**src/rtl/dm_port_arbiter.sv**
```systemverilog
// Single-port data-memory arbiter between the CPU MEM stage and a DMA/loader master.
// The CPU has priority; a DMA request that is denied for too long gets a short forced burst.
//
// state     | meaning
// ----------+-------------------------------------------------------------
// CPU_PRI   | CPU wins collisions; wait_cnt counts denied DMA cycles
// DMA_FORCE | DMA wins collisions (CPU stalled) for up to BURST_MAX grants
module dm_port_arbiter #(
   parameter int MAX_WAIT  = 8,
   parameter int BURST_MAX = 4,
   parameter int AW        = 12
) (
   input  logic          clk,
   input  logic          reset,
   input  logic          cpu_req,
   input  logic          cpu_we,
   input  logic [31:0]   cpu_addr,
   input  logic [31:0]   cpu_wdata,
   input  logic [3:0]    cpu_be,
   output logic [31:0]   cpu_rdata,
   output logic          cpu_stall,
   input  logic          dma_req,
   input  logic          dma_we,
   input  logic [31:0]   dma_addr,
   input  logic [31:0]   dma_wdata,
   input  logic [3:0]    dma_be,
   output logic          dma_gnt,
   output logic          dma_rvalid,
   output logic [31:0]   dma_rdata,
   output logic          dma_err,
   output logic [AW-1:0] dm_addr,
   output logic          dm_we,
   output logic [3:0]    dm_be,
   output logic [31:0]   dm_wdata,
   input  logic [31:0]   dm_rdata
);

   localparam int WW = $clog2(MAX_WAIT + 1);
   localparam int BW = $clog2(BURST_MAX + 1);
   localparam logic [31:0] DM_LAST = 32'h0000_2FFF;

   typedef enum logic {
      CPU_PRI   = 1'b0,
      DMA_FORCE = 1'b1
   } mode_t;

   mode_t         mode_q, mode_d;
   logic [WW-1:0] wait_q, wait_d;
   logic [BW-1:0] burst_q, burst_d;

   logic dma_bad;
   logic dma_win;
   logic dma_sel;
   logic rd_return;
   logic unused_cpu_addr;

   // Upper and byte-lane address bits of the CPU side are never decoded here;
   // the MEM stage has already range- and alignment-checked them.
   assign unused_cpu_addr = ^{cpu_addr[31:AW+2], cpu_addr[1:0]};

   assign dma_bad = (dma_addr > DM_LAST) || (dma_addr[1:0] != 2'b00);
   assign dma_win = dma_req && (!cpu_req || (mode_q == DMA_FORCE));
   assign dma_sel = dma_win && !dma_bad;

   assign dma_gnt   = dma_win;
   assign cpu_stall = cpu_req && dma_win;
   assign cpu_rdata = dm_rdata;

   assign dm_addr  = dma_sel ? dma_addr[AW+1:2] : cpu_addr[AW+1:2];
   assign dm_be    = dma_sel ? dma_be : cpu_be;
   assign dm_wdata = dma_sel ? dma_wdata : cpu_wdata;
   assign dm_we    = dma_win ? (dma_we && !dma_bad) : (cpu_req && cpu_we);

   // Bad writes also return a response so the DMA engine always sees its error.
   assign rd_return = dma_win && (!dma_we || dma_bad);

   always_comb begin
      mode_d  = mode_q;
      wait_d  = wait_q;
      burst_d = burst_q;
      unique case (mode_q)
         CPU_PRI: begin
            if (dma_req && !dma_win) begin
               if (wait_q == WW'(MAX_WAIT - 1)) begin
                  mode_d  = DMA_FORCE;
                  wait_d  = '0;
                  burst_d = '0;
               end else if (wait_q != WW'(MAX_WAIT)) begin
                  wait_d = wait_q + WW'(1);
               end
            end else begin
               wait_d = '0;
            end
         end
         DMA_FORCE: begin
            if (!dma_req) begin
               mode_d = CPU_PRI;
               wait_d = '0;
            end else begin
               burst_d = burst_q + BW'(1);
               if (burst_q == BW'(BURST_MAX - 1)) begin
                  mode_d = CPU_PRI;
                  wait_d = '0;
               end
            end
         end
         default: begin
            mode_d = CPU_PRI;
            wait_d = '0;
         end
      endcase
   end

   always_ff @(posedge clk) begin
      if (reset) begin
         mode_q     <= CPU_PRI;
         wait_q     <= '0;
         burst_q    <= '0;
         dma_rvalid <= 1'b0;
         dma_err    <= 1'b0;
         dma_rdata  <= '0;
      end else begin
         mode_q  <= mode_d;
         wait_q  <= wait_d;
         burst_q <= burst_d;
         if (rd_return) begin
            dma_rvalid <= 1'b1;
            dma_err    <= dma_bad;
            dma_rdata  <= dma_bad ? 32'h0 : dm_rdata;
         end else begin
            dma_rvalid <= 1'b0;
            dma_err    <= 1'b0;
         end
      end
   end

endmodule

```
**config.mk**
```make
export PLATFORM = sky130hd
export DESIGN_NAME = dm_port_arbiter
export DESIGN_NICKNAME = d
export VERILOG_FILES = /design/src/rtl/dm_port_arbiter.sv
export SDC_FILE = /design/constraint.sdc
export NUM_CORES = 1
export LEC_CHECK = 0
export CAP_MARGIN = 5
export CORE_AREA = 2 2 112 114
export CTS_BUF_LIST = sky130_fd_sc_hd__clkbuf_8 sky130_fd_sc_hd__clkbuf_16
export DETAILED_ROUTE_END_ITERATION = 16
export DIE_AREA = 0 0 114 116
export PLACE_DENSITY = 0.7
export SKIP_LAST_GASP = 1
export SYNTH_ARGS = -nofsm -noshare
export SYNTH_HDL_FRONTEND = slang
export SYNTH_SLANG_ARGS = --single-unit
```
**constraint.sdc**
```tcl
create_clock -name clk -period 2.7 [get_ports clk]
set_input_delay 0.54 -clock clk [delete_from_list [all_inputs] [get_ports clk]]
set_output_delay 0.54 -clock clk [all_outputs]
set_load 0.05 [all_outputs]
```
==> impl_table.tex, run 1 <==
\begin{tabular}{lr}
\hline
Metric & Value \\
\hline
\multicolumn{2}{l}{\textbf{Placement}} \\
GPL Wtd Cong & 0.817 \\
Number of input and output port buffers inserted & 270 \\
HPWL reported at the end of detailed placement & 8.42 mm \\
\multicolumn{2}{l}{\textbf{Power and ir drop}} \\
Worst voltage drop across the vdd grid & 223 µV \\
Proportion of power drawn by flip-flops and latches & 29.8\% \\
Total power divided by cell area & 323 mW/mm² \\
Combinational fraction of design power & 38.3\% \\
Leakage power & 2.54 nW \\
Switching component of the power & 0.000637 W \\
Clock power frac & 31.9\% \\
Switching part of the total & 30.5\% \\
Int Power & 0.00145 W \\
\multicolumn{2}{l}{\textbf{Die}} \\
Die outline height & 116 µm \\
Initial Utilization & 25.7\% \\
Ports & 291 \\
Site Rows & 40 \\
Die extent in x & 114 µm \\
Die area & 0.0132 mm² \\
Area of the core & 0.0119 mm² \\
\multicolumn{2}{l}{\textbf{STA}} \\
Worst setup skew after layout & 2.56 ps \\
Actual transition at the worst max-transition pin & 605 ps \\
Final count of negative-setup-slack endpoints & 48 \\
Final Cycle Share & 103\% \\
Shortest clock period the worst path allows after layout & 2790 ps \\
Peak clock frequency supported by timing & 359 MHz \\
Final Hold Vio Count & 0 \\
Max Transition Viols Final & 0 \\
Worst path setup slack after routing & -87.1 ps \\
Worst-case headroom to the max-slew limit & 59.6\% \\
Final worst hold slack & 474 ps \\
Setup tns final & -3150 ps \\
RSZ-0062 raised after global routing & true \\
\multicolumn{2}{l}{\textbf{Synth}} \\
Portion of the post-synthesis area used by sequential elements & 27.5\% \\
Multiplexer share of the synthesized area & 18.4\% \\
Synth Area in XOR/XNOR & 0\% \\
Area leader, netlist & sky130\_fd\_sc\_hd\_\_dfxtp\_1 \\
Number of enable-type register cells in the synthesized netlist & 0 \\
Most used flip-flop cell after synthesis & sky130\_fd\_sc\_hd\_\_dfxtp\_1 \\
Synthesized instance count & 302 \\
Post-synthesis simple-gate area fraction & 15.6\% \\
Area share of fa/ha/maj cells after synthesis & 1.64\% \\
Netlist area before placement & 0.00306 mm² \\
Combinational family with the most area after synthesis & compound AO/OA/AOI/OAI gates \\
Post-Syn Nets & 480 \\
Distinct cell type count of the synthesized netlist & 36 \\
Ys Warns & 0 \\
Fraction of the mapped netlist area in compound gates & 19.4\% \\
Post-Syn Area per Cell & 10.1 µm² \\
Count of state elements after synthesis & 42 \\
Share of the synthesized area in the top cell type & 27.5\% \\
Biggest area contributors in the synthesized netlist & sky130\_fd\_sc\_hd\_\_dfxtp\_1 27\%, sky130\_fd\_sc\_hd\_\_mux2\_2 16\%, sky130\_fd\_sc\_hd\_\_o32ai\_2 16\% \\
Fraction of synthesis flops using an asynchronous set or reset pin & 0\% \\
\multicolumn{2}{l}{\textbf{Routing}} \\
DRC violation count after routing & 0 \\
Routed via count & 3138 \\
Final Routed Wirelength & 11.7 mm \\
ANT nets after route & 0 \\
Average wire length per cell after detail routing & 16.7 µm \\
Count of routing violations after the opening detailed-route iteration & 174 \\
Avg Vias per Cell & 4.46 \\
Iteration count of the initial detailed-routing pass & 4 \\
\multicolumn{2}{l}{\textbf{CTS}} \\
Reg clk slew, reported paths & 60 ps \\
H-tree level count & 2 \\
Cell at the root of the clock tree & sky130\_fd\_sc\_hd\_\_clkbuf\_16 \\
CTS tree & yes \\
Inserted Clock Buffers & 5 \\
Worst skew pair latency & 280 ps \\
Number of buffers on the longest clock path & 2 \\
Clk sink count & 42 \\
\multicolumn{2}{l}{\textbf{Global route}} \\
Global-route wire length before repair & 16.8 mm \\
Pin count of the biggest net entering global routing & 75 \\
Vias in the first global route & 3084 \\
Number of antenna violations at the first check in global routing & 0 \\
Aggregate global routing overflow & 0 \\
Overall track demand over capacity in global routing & 16.3\% \\
\multicolumn{2}{l}{\textbf{Layout}} \\
Commonest cells after routing, fill and taps aside & 162 x sky130\_fd\_sc\_hd\_\_clkdlybuf4s50\_1, 48 x sky130\_fd\_sc\_hd\_\_mux2\_4, 48 x sky130\_fd\_sc\_hd\_\_buf\_4 \\
Footprint of the multi-input gates & 0.00192 mm² \\
Final Net Count & 734 \\
Layout cell share with drive strength beyond 1 & 41.3\% \\
Sequential standard cell area & 841 µm² \\
Fillers & 1051 \\
Count of inserted antenna diode cells & 0 \\
Commonest non-fill, non-tap cell in the layout & sky130\_fd\_sc\_hd\_\_clkdlybuf4s50\_1 \\
Syn-to-layout area delta & 111\% \\
\multicolumn{2}{l}{\textbf{Setup path}} \\
Worst Path Max Fanout & 6 \\
Data required time of the worst path & 2160 ps \\
Register-to-Register Setup Slack & 810 ps \\
CP arrival & 2250 ps \\
Critical path type & in -> out \\
CP Capture Type & primary output \\
Launching element type of the critical path & input port \\
\multicolumn{2}{l}{\textbf{Run}} \\
Max Cap Violations & 0 \\
\multicolumn{2}{l}{\textbf{Worst hold path}} \\
Classification of the worst-slack hold path & reg -> reg \\
\multicolumn{2}{l}{\textbf{Outcome}} \\
Violations in the final reports & negative setup slack \\
Run status & complete, but fails checks \\
\hline
\end{tabular}
-- worst paths after layout --
path	cells past startpoint	endpoint	start
max	9	dm_wdata[19]	dma_addr[16]
min	2	dma_rdata[25]	dma_rdata[25]
max reg2reg	5	dma_rdata[9]	mode_q
min reg2reg	2	dma_rdata[25]	dma_rdata[25]
-- power by group through the flow --
stage	sequential (W)	clock [W]	combinational [W]
after floorplan	0.000641	0	0.000373
after global placement	0.000636	0	0.000709
after detailed placement	0.000637	0	0.000713
after CTS	0.000623	0.000689	0.000731
after global routing	0.000622	0.000716	0.000832
final	0.000623	0.000668	0.000800
-- cell families (layout without fill, tap and decap cells) --
group / count (synthesis) / after routing
mux: 50 / 50
compound gates: 45 / 45
flops: 42 / 42
simple gates: 72 / 72
buf+inv: 89 / 344
fa+ha+maj: 4 / 4
-- layer usage --
metal  part of all wire [%]  vias to the layer above  GRT usage [%]
li1                       -                     1548              -
met1                     42                     1431           21.3
met2                     49                      147           28.1
met3                    7.6                       12           3.66
met4                   0.99                        0           2.60
met5                      0                        -              0
-- sequential cells by signal, summed over array words and instances, names as in the netlist --
name        flops
wait_q          4
dma_err         1
mode_q          1
dma_rdata      32
burst_q         3
dma_rvalid      1
-- timing repair --
| item | in CTS | in global routing |
|---|---|---|
| gates resized for setup | 114 | 116 |
| hold buffers | 0 | 0 |
| gates cloned | 5 | 2 |
| pin swaps | 6 | 5 |
| buffers inserted | 12 | 2 |
| endpoints found under the setup margin | 49 | 49 |
-- synthesized netlist by cell type (all sizes together), types with 2 or more instances --
master / number
nand2: 6
dfxtp: 42
nand3b: 2
clkbuf: 8
and3b: 2
mux2: 49
ha: 4
inv: 37
a21oi: 3
nor2: 13
nor4: 5
buf: 44
o32ai: 32
nand2b: 33
nor3: 4
o21ai: 3
nand3: 4
a32oi: 2
-- through the flow --
step	total power (W)	utilization, %	std cells	worst slack [ps]	instance area [µm²]
final	0.00209	54.3	704	-87.1	6470
after CTS	0.00204	50.3	702	-136	6000
after floorplan	0.00101	-	302	142	3060
after global placement	0.00135	46.0	677	-410	5480
after detailed placement	0.00135	46.0	677	-435	5480
after global routing	0.00217	54.3	704	-183	6470
-- area by class of cell --
type / count / area share, %
Clock buffer: 5 / 1.93
Clock inverter: 3 / 0.638
Inverter: 37 / 2.15
Multi-Input combinational cell: 171 / 29.7
Sequential cell: 42 / 13.0
Tap cell: 147 / 2.84
Timing Repair Buffer: 299 / 49.7
-- critical path, cell delays in order --
cell and delay (ps):
sky130_fd_sc_hd__buf_6 90, sky130_fd_sc_hd__nor4_4 350, sky130_fd_sc_hd__nand4_4 160, sky130_fd_sc_hd__nor3_4 220, sky130_fd_sc_hd__buf_6 140, sky130_fd_sc_hd__buf_6 110
sky130_fd_sc_hd__clkbuf_16 150, sky130_fd_sc_hd__mux2_4 310, sky130_fd_sc_hd__buf_8 150
Note: power is estimated with default switching activity, not from simulation.
==> run 2, diff against run 1 <==
Settings changed: CTS_CLUSTER_SIZE from default to 30, PLACE_DENSITY 0.7 to 0.71.
==> impl_table.tex, run 2 (synthesis gave the netlist of run 1 again) <==
\begin{tabular}{lr}
\hline
Metric & Value \\
\hline
\multicolumn{2}{l}{\textbf{Routing}} \\
DRC violation count after routing & 0 \\
Avg Vias per Cell & 4.51 \\
Count of routing violations after the opening detailed-route iteration & 76 \\
Routed via count & 3155 \\
Final Routed Wirelength & 12.2 mm \\
Average wire length per cell after detail routing & 17.4 µm \\
ANT nets after route & 0 \\
Iteration count of the initial detailed-routing pass & 4 \\
\multicolumn{2}{l}{\textbf{STA}} \\
Worst-case headroom to the max-slew limit & 61.3\% \\
Actual transition at the worst max-transition pin & 579 ps \\
RSZ-0062 raised after global routing & true \\
Peak clock frequency supported by timing & 367 MHz \\
Final Cycle Share & 101\% \\
Final count of negative-setup-slack endpoints & 16 \\
Max Transition Viols Final & 0 \\
Final Hold Vio Count & 0 \\
Worst path setup slack after routing & -23.3 ps \\
Shortest clock period the worst path allows after layout & 2720 ps \\
Worst setup skew after layout & 4.81 ps \\
\multicolumn{2}{l}{\textbf{Layout}} \\
Final Net Count & 726 \\
Fillers & 1095 \\
Footprint of the multi-input gates & 0.00184 mm² \\
Post-route non-filler standard cell count & 699 \\
Layout cell share with drive strength beyond 1 & 39.5\% \\
Sequential standard cell area & 841 µm² \\
Number of flip-flops under the largest register name & 32 \\
Syn-to-layout area delta & 103\% \\
Commonest non-fill, non-tap cell in the layout & sky130\_fd\_sc\_hd\_\_clkdlybuf4s50\_1 \\
Registers with the highest flip-flop counts & dma\_rdata: 32 flops, wait\_q: 4 flops, burst\_q: 3 flops \\
Commonest cells after routing, fill and taps aside & 162 x sky130\_fd\_sc\_hd\_\_clkdlybuf4s50\_1, 43 x sky130\_fd\_sc\_hd\_\_buf\_4, 42 x sky130\_fd\_sc\_hd\_\_dfxtp\_1 \\
Cell area after layout & 0.00622 mm² \\
Most flop-heavy register & dma\_rdata \\
\multicolumn{2}{l}{\textbf{Power and ir drop}} \\
Int Power & 0.00134 W \\
Power after layout & 0.00198 W \\
Switching part of the total & 32.1\% \\
Combinational fraction of design power & 39.4\% \\
Switching component of the power & 0.000635 W \\
Total power divided by cell area & 318 mW/mm² \\
Worst voltage drop across the vdd grid & 231 µV \\
Clock power frac & 29.1\% \\
Leakage power & 2.41 nW \\
Proportion of power drawn by flip-flops and latches & 31.5\% \\
\multicolumn{2}{l}{\textbf{Die}} \\
Die area & 0.0132 mm² \\
Site Rows & 40 \\
Die extent in x & 114 µm \\
Initial Utilization & 25.7\% \\
Ports & 291 \\
Area of the core & 0.0119 mm² \\
Die outline height & 116 µm \\
\multicolumn{2}{l}{\textbf{Worst hold path}} \\
Classification of the worst-slack hold path & reg -> reg \\
Hold Crit Endpoint & dma\_rdata[25] \\
Worst min-delay path startpoint & dma\_rdata[25] \\
Worst hold path depth & 2 \\
\multicolumn{2}{l}{\textbf{Global route}} \\
Aggregate global routing overflow & 0 \\
Pin count of the biggest net entering global routing & 75 \\
Vias in the first global route & 3237 \\
Most Crowded Layer GR & met2 \\
M3 GR Usage & 5.96\% \\
Met1 track utilization from global routing & 20.7\% \\
Grt met2 use & 30.5\% \\
Overall track demand over capacity in global routing & 17.3\% \\
Number of antenna violations at the first check in global routing & 5 \\
Global-route wire length before repair & 17.5 mm \\
\multicolumn{2}{l}{\textbf{Setup path}} \\
Launching element type of the critical path & input port \\
Critical path, cell by cell & buf\_6, nor4\_4, nand4\_4, nor3\_4, buf\_6, clkbuf\_16, mux2\_2, buf\_6 \\
Register-to-Register Setup Slack & 810 ps \\
CP arrival & 2180 ps \\
Critical path type & in -> out \\
Beginning of the worst register-to-register path & mode\_q \\
Worst Path Max Fanout & 9 \\
Worst-path cell with the longest stage delay & sky130\_fd\_sc\_hd\_\_mux2\_2 \\
Highest cell delay on the worst timing path & 350 ps \\
Data required time of the worst path & 2160 ps \\
Cell seen most often among critical-path stages & sky130\_fd\_sc\_hd\_\_buf\_6 \\
CP Capture Type & primary output \\
Terminus of the critical flop-to-flop path & dma\_rdata[1] \\
Cells on worst reg2reg path & 5 \\
\multicolumn{2}{l}{\textbf{CTS}} \\
Inserted Clock Buffers & 5 \\
Worst skew pair latency & 280 ps \\
Cell at the root of the clock tree & sky130\_fd\_sc\_hd\_\_clkbuf\_16 \\
CTS tree & yes \\
Clk sink count & 42 \\
H-tree level count & 2 \\
Reg clk slew, reported paths & 60 ps \\
Number of buffers on the longest clock path & 2 \\
\multicolumn{2}{l}{\textbf{Outcome}} \\
Violations in the final reports & negative setup slack \\
Run status & complete, but fails checks \\
\multicolumn{2}{l}{\textbf{Run}} \\
Max Cap Violations & 0 \\
\multicolumn{2}{l}{\textbf{Placement}} \\
Number of input and output port buffers inserted & 270 \\
Post-place instance area & 0.00550 mm² \\
Placed cell count & 678 \\
HPWL reported at the end of detailed placement & 9.25 mm \\
GPL Wtd Cong & 0.957 \\
\hline
\end{tabular}
[run 2: metal layers]
layer / part of all wire (%) / vias to the layer above
li1: - / 1531
met1: 40 / 1465
met2: 51 / 140
met3: 8.2 / 13
met4: 0.80 / 6
met5: 0.34 / -
[run 2: power by group through the flow]
stage	sequential [W]	combinational, W	clock (W)
after floorplan	0.000641	0.000373	0
final	0.000623	0.000780	0.000575
after global routing	0.000622	0.000811	0.000637
after global placement	0.000637	0.000710	0
after CTS	0.000622	0.000740	0.000605
after detailed placement	0.000637	0.000715	0
[run 2: stage by stage]
| stage | worst slack, ps | hold WS (ps) | setup TNS, ps | utilization (%) |
|---|---|---|---|---|
| finish | -23.3 | 471 | -289 | 52.2 |
| global route | -123 | 505 | -3270 | 52.2 |
| CTS | -85.0 | 474 | -1990 | 50.5 |
| detailed placement | -379 | 465 | -17580 | 46.2 |
| global placement | -359 | 460 | -15710 | 46.2 |
| floorplan | 142 | 454 | 0 | - |
[run 2: what timing repair did]
item | CTS | global route
endpoints found under the hold margin | 0 | 0
gates cloned | 4 | 2
setup buffers | 9 | 0
setup endpoints to repair | 49 | 48
resized for setup | 132 | 69
pin swaps | 5 | 3
hold buffers | 0 | 0
[run 2: critical path, delay by kind of cell]
kind          cells  cell delay, ps
mux               1             350
simple gates      3             680
buf+inv           4             590
[run 2: cell type report]
type	instances	area share (%)
Antenna cell	3	0.121
Tap cell	147	2.96
Multi-Input combinational cell	171	29.6
Timing Repair Buffer	291	49.3
Inverter	37	2.23
Clock inverter	3	0.281
Sequential cell	42	13.5
Clock buffer	5	2.01
[run 2: worst max-delay path by stage]
stage / from / to / slack [ps] / depth (start not counted)
floorplan: dma_addr[28] / dm_wdata[11] / 140 / 6
global placement: dma_addr[26] / dm_wdata[30] / -360 / 7
detailed placement: dma_addr[27] / dm_wdata[30] / -380 / 7
CTS: dma_addr[27] / dm_addr[4] / -80 / 10
global route: dma_addr[24] / dm_wdata[7] / -120 / 8
finish: dma_addr[18] / dm_addr[10] / -20 / 8
==> run 3, diff against run 2 <==
Settings changed: CAP_MARGIN 5 to 20.
==> results of run 3 <==
The final DEF is identical to that of run 2; final timing and power are the same.
==> patch: new RTL, flow settings as in run 3 <==
Change the parameter `BURST_MAX` from 4 to 8.
--- a/src/rtl/dm_port_arbiter.sv
+++ b/src/rtl/dm_port_arbiter.sv
@@ -7,7 +7,7 @@
 // DMA_FORCE | DMA wins collisions (CPU stalled) for up to BURST_MAX grants
 module dm_port_arbiter #(
    parameter int MAX_WAIT  = 8,
-   parameter int BURST_MAX = 4,
+   parameter int BURST_MAX = 8,
    parameter int AW        = 12
 ) (
    input  logic          clk,
Check against the original RTL: same outputs for any inputs over 10 cycles, from zero or initial values and one cycle with reset high; that may be too few to reach the edited logic, so the function may still have changed.
==> patch against run 3 <==
  * The run still ends with setup timing left
  * Worst setup slack worse by 7.4 ps
  * Design area down 2.6%
  * Critical endpoint is now dm_we
  * Highest routed layer is now met4
  * Final cell count up 2.9%
  * Area after synthesis down 0.98%
  * Routed wire length down 2.3%
  * Combinational power down 4.9%
  * Total power down 1.7%
  * Sequential cell count up 1
==> patch: results (changes against run 3) <==
Logic synthesis
  • Synth area leaders: dfxtp_1 (28%), o32ai_2 (16%), mux2_2 (14%)
  • Sequential share of the synthesized area: 28.4% (+0.93 points)
  • Syn avg cell area: 9.90 um^2 (-2.3%)
  • Distinct cell type count after synthesis: 40 (+11%)

Setup path
  • Worst-path maximum fanout: 2 (-7)
  • Critical Path Max Stage Delay: 230 ps (-120 ps)
  • Crit-path leading delay family: buffers and inverters
  • Slowest cell on the critical path: clkdlybuf4s15_1

Global routing
  • Vias in the first global route: 3365 (+4.0%)
  • Met3 Use GR: 3.71% (-2.2 points)
  • Met2 global-route usage: 34.2% (+3.7 points)
  • Met1 Usage GRT: 17.2% (-3.5 points)

Power
  • Comb pwr: 0.000742 W (-4.9%)
  • Maximum vdd ir drop: 0.000232 V (+0.51%)
  • Leak: 2.40 nW (-0.76%)
  • Gate power share: 38.1% (-1.3 points)

Timing
  • Setup Skew: 4.54 ps (-0.274 ps)
  • Fin worst setup slack: -30.7 ps (-7.43 ps)
  • Final setup vio count: 1 (-15)

Placed design
  • Post-place setup slack: -380 ps (-1.03 ps)

Layout
  • Regs by FF count: dma_rdata x32, burst_q x4, wait_q x4
  • Layout Nets: 748 (+3.0%)
  • Share of layout cells above drive strength 1: 40.6% (+1.0 points)

Route
  • DRT iter0 DRCs: 83 (+9.2%)

Status
  • Failing checks: setup timing
  • Outcome: complete, but fails checks
==> patch: changes by cell type after synthesis, sizes merged, moves of 2 or more <==
cell    before  now
nand2b      33    2
xor2         0    2
nor3         4    7
nand2        6   39
nor2        13   10
a32oi        2    0
==> patch: repair_timing <==
action,4_1_cts,5_1_grt
buffers inserted,18,2
gates resized for setup,127,18
hold buffers,0,0
pin swaps,6,2
cloned,3,2
setup endpoints to repair,48,49
hold endpoints to repair,0,0
==> patch: worst reg2reg max path: stages (launching register included) <==
cell,delay [ps]
dfxtp_1,390
o21ai_4,80
buf_4,160
or4_2,690
buf_4,270
o32ai_1,170
==> patch: routing by layer <==
layer | share of wire (%) | wire, um
met4 | 1.9 | 225
met3 | 7.1 | 840
met2 | 57 | 6740
met1 | 34 | 4090
met5 | 0 | 0
==> patch: cell type report <==
cell class | count | area, um^2
fill | 1082 | 5850
inverter | 38 | 143
clock buffer | 5 | 125
multi-input combinational | 173 | 1720
sequential | 43 | 861
clock inverter | 3 | 12.5
tap | 147 | 184
timing repair buffer | 310 | 3020
==> patch: final timing paths <==
check	startpoint	to	slack (ps)	cells after the start
worst min register to register	dma_rdata[26]	dma_rdata[26]	470	2
worst max register to register	mode_q	dma_rdata[27]	840	5
worst max-delay path	dma_addr[17]	dm_we	-30	13
worst min-delay path	dma_rdata[26]	dma_rdata[26]	470	2
==> patch: cell families after synthesis <==
kind of cell,Yosys count,share of synthesized area (%)
flops,43,28.4
simple gates,76,14.2
mux,50,18.5
compound gates,42,19.5
buf+inv,90,17.6
xor+xnor,2,0.578
fa+ha+maj,3,1.24
==> patch: stage by stage <==
stage | area, um^2 | hold WS, ps
5_1_grt | 6060 | 503
2_1_floorplan | 3030 | 462
3_5_place_dp | 5470 | 469
4_1_cts | 5960 | 478
3_3_place_gp | 5470 | 461
6_report | 6060 | 474
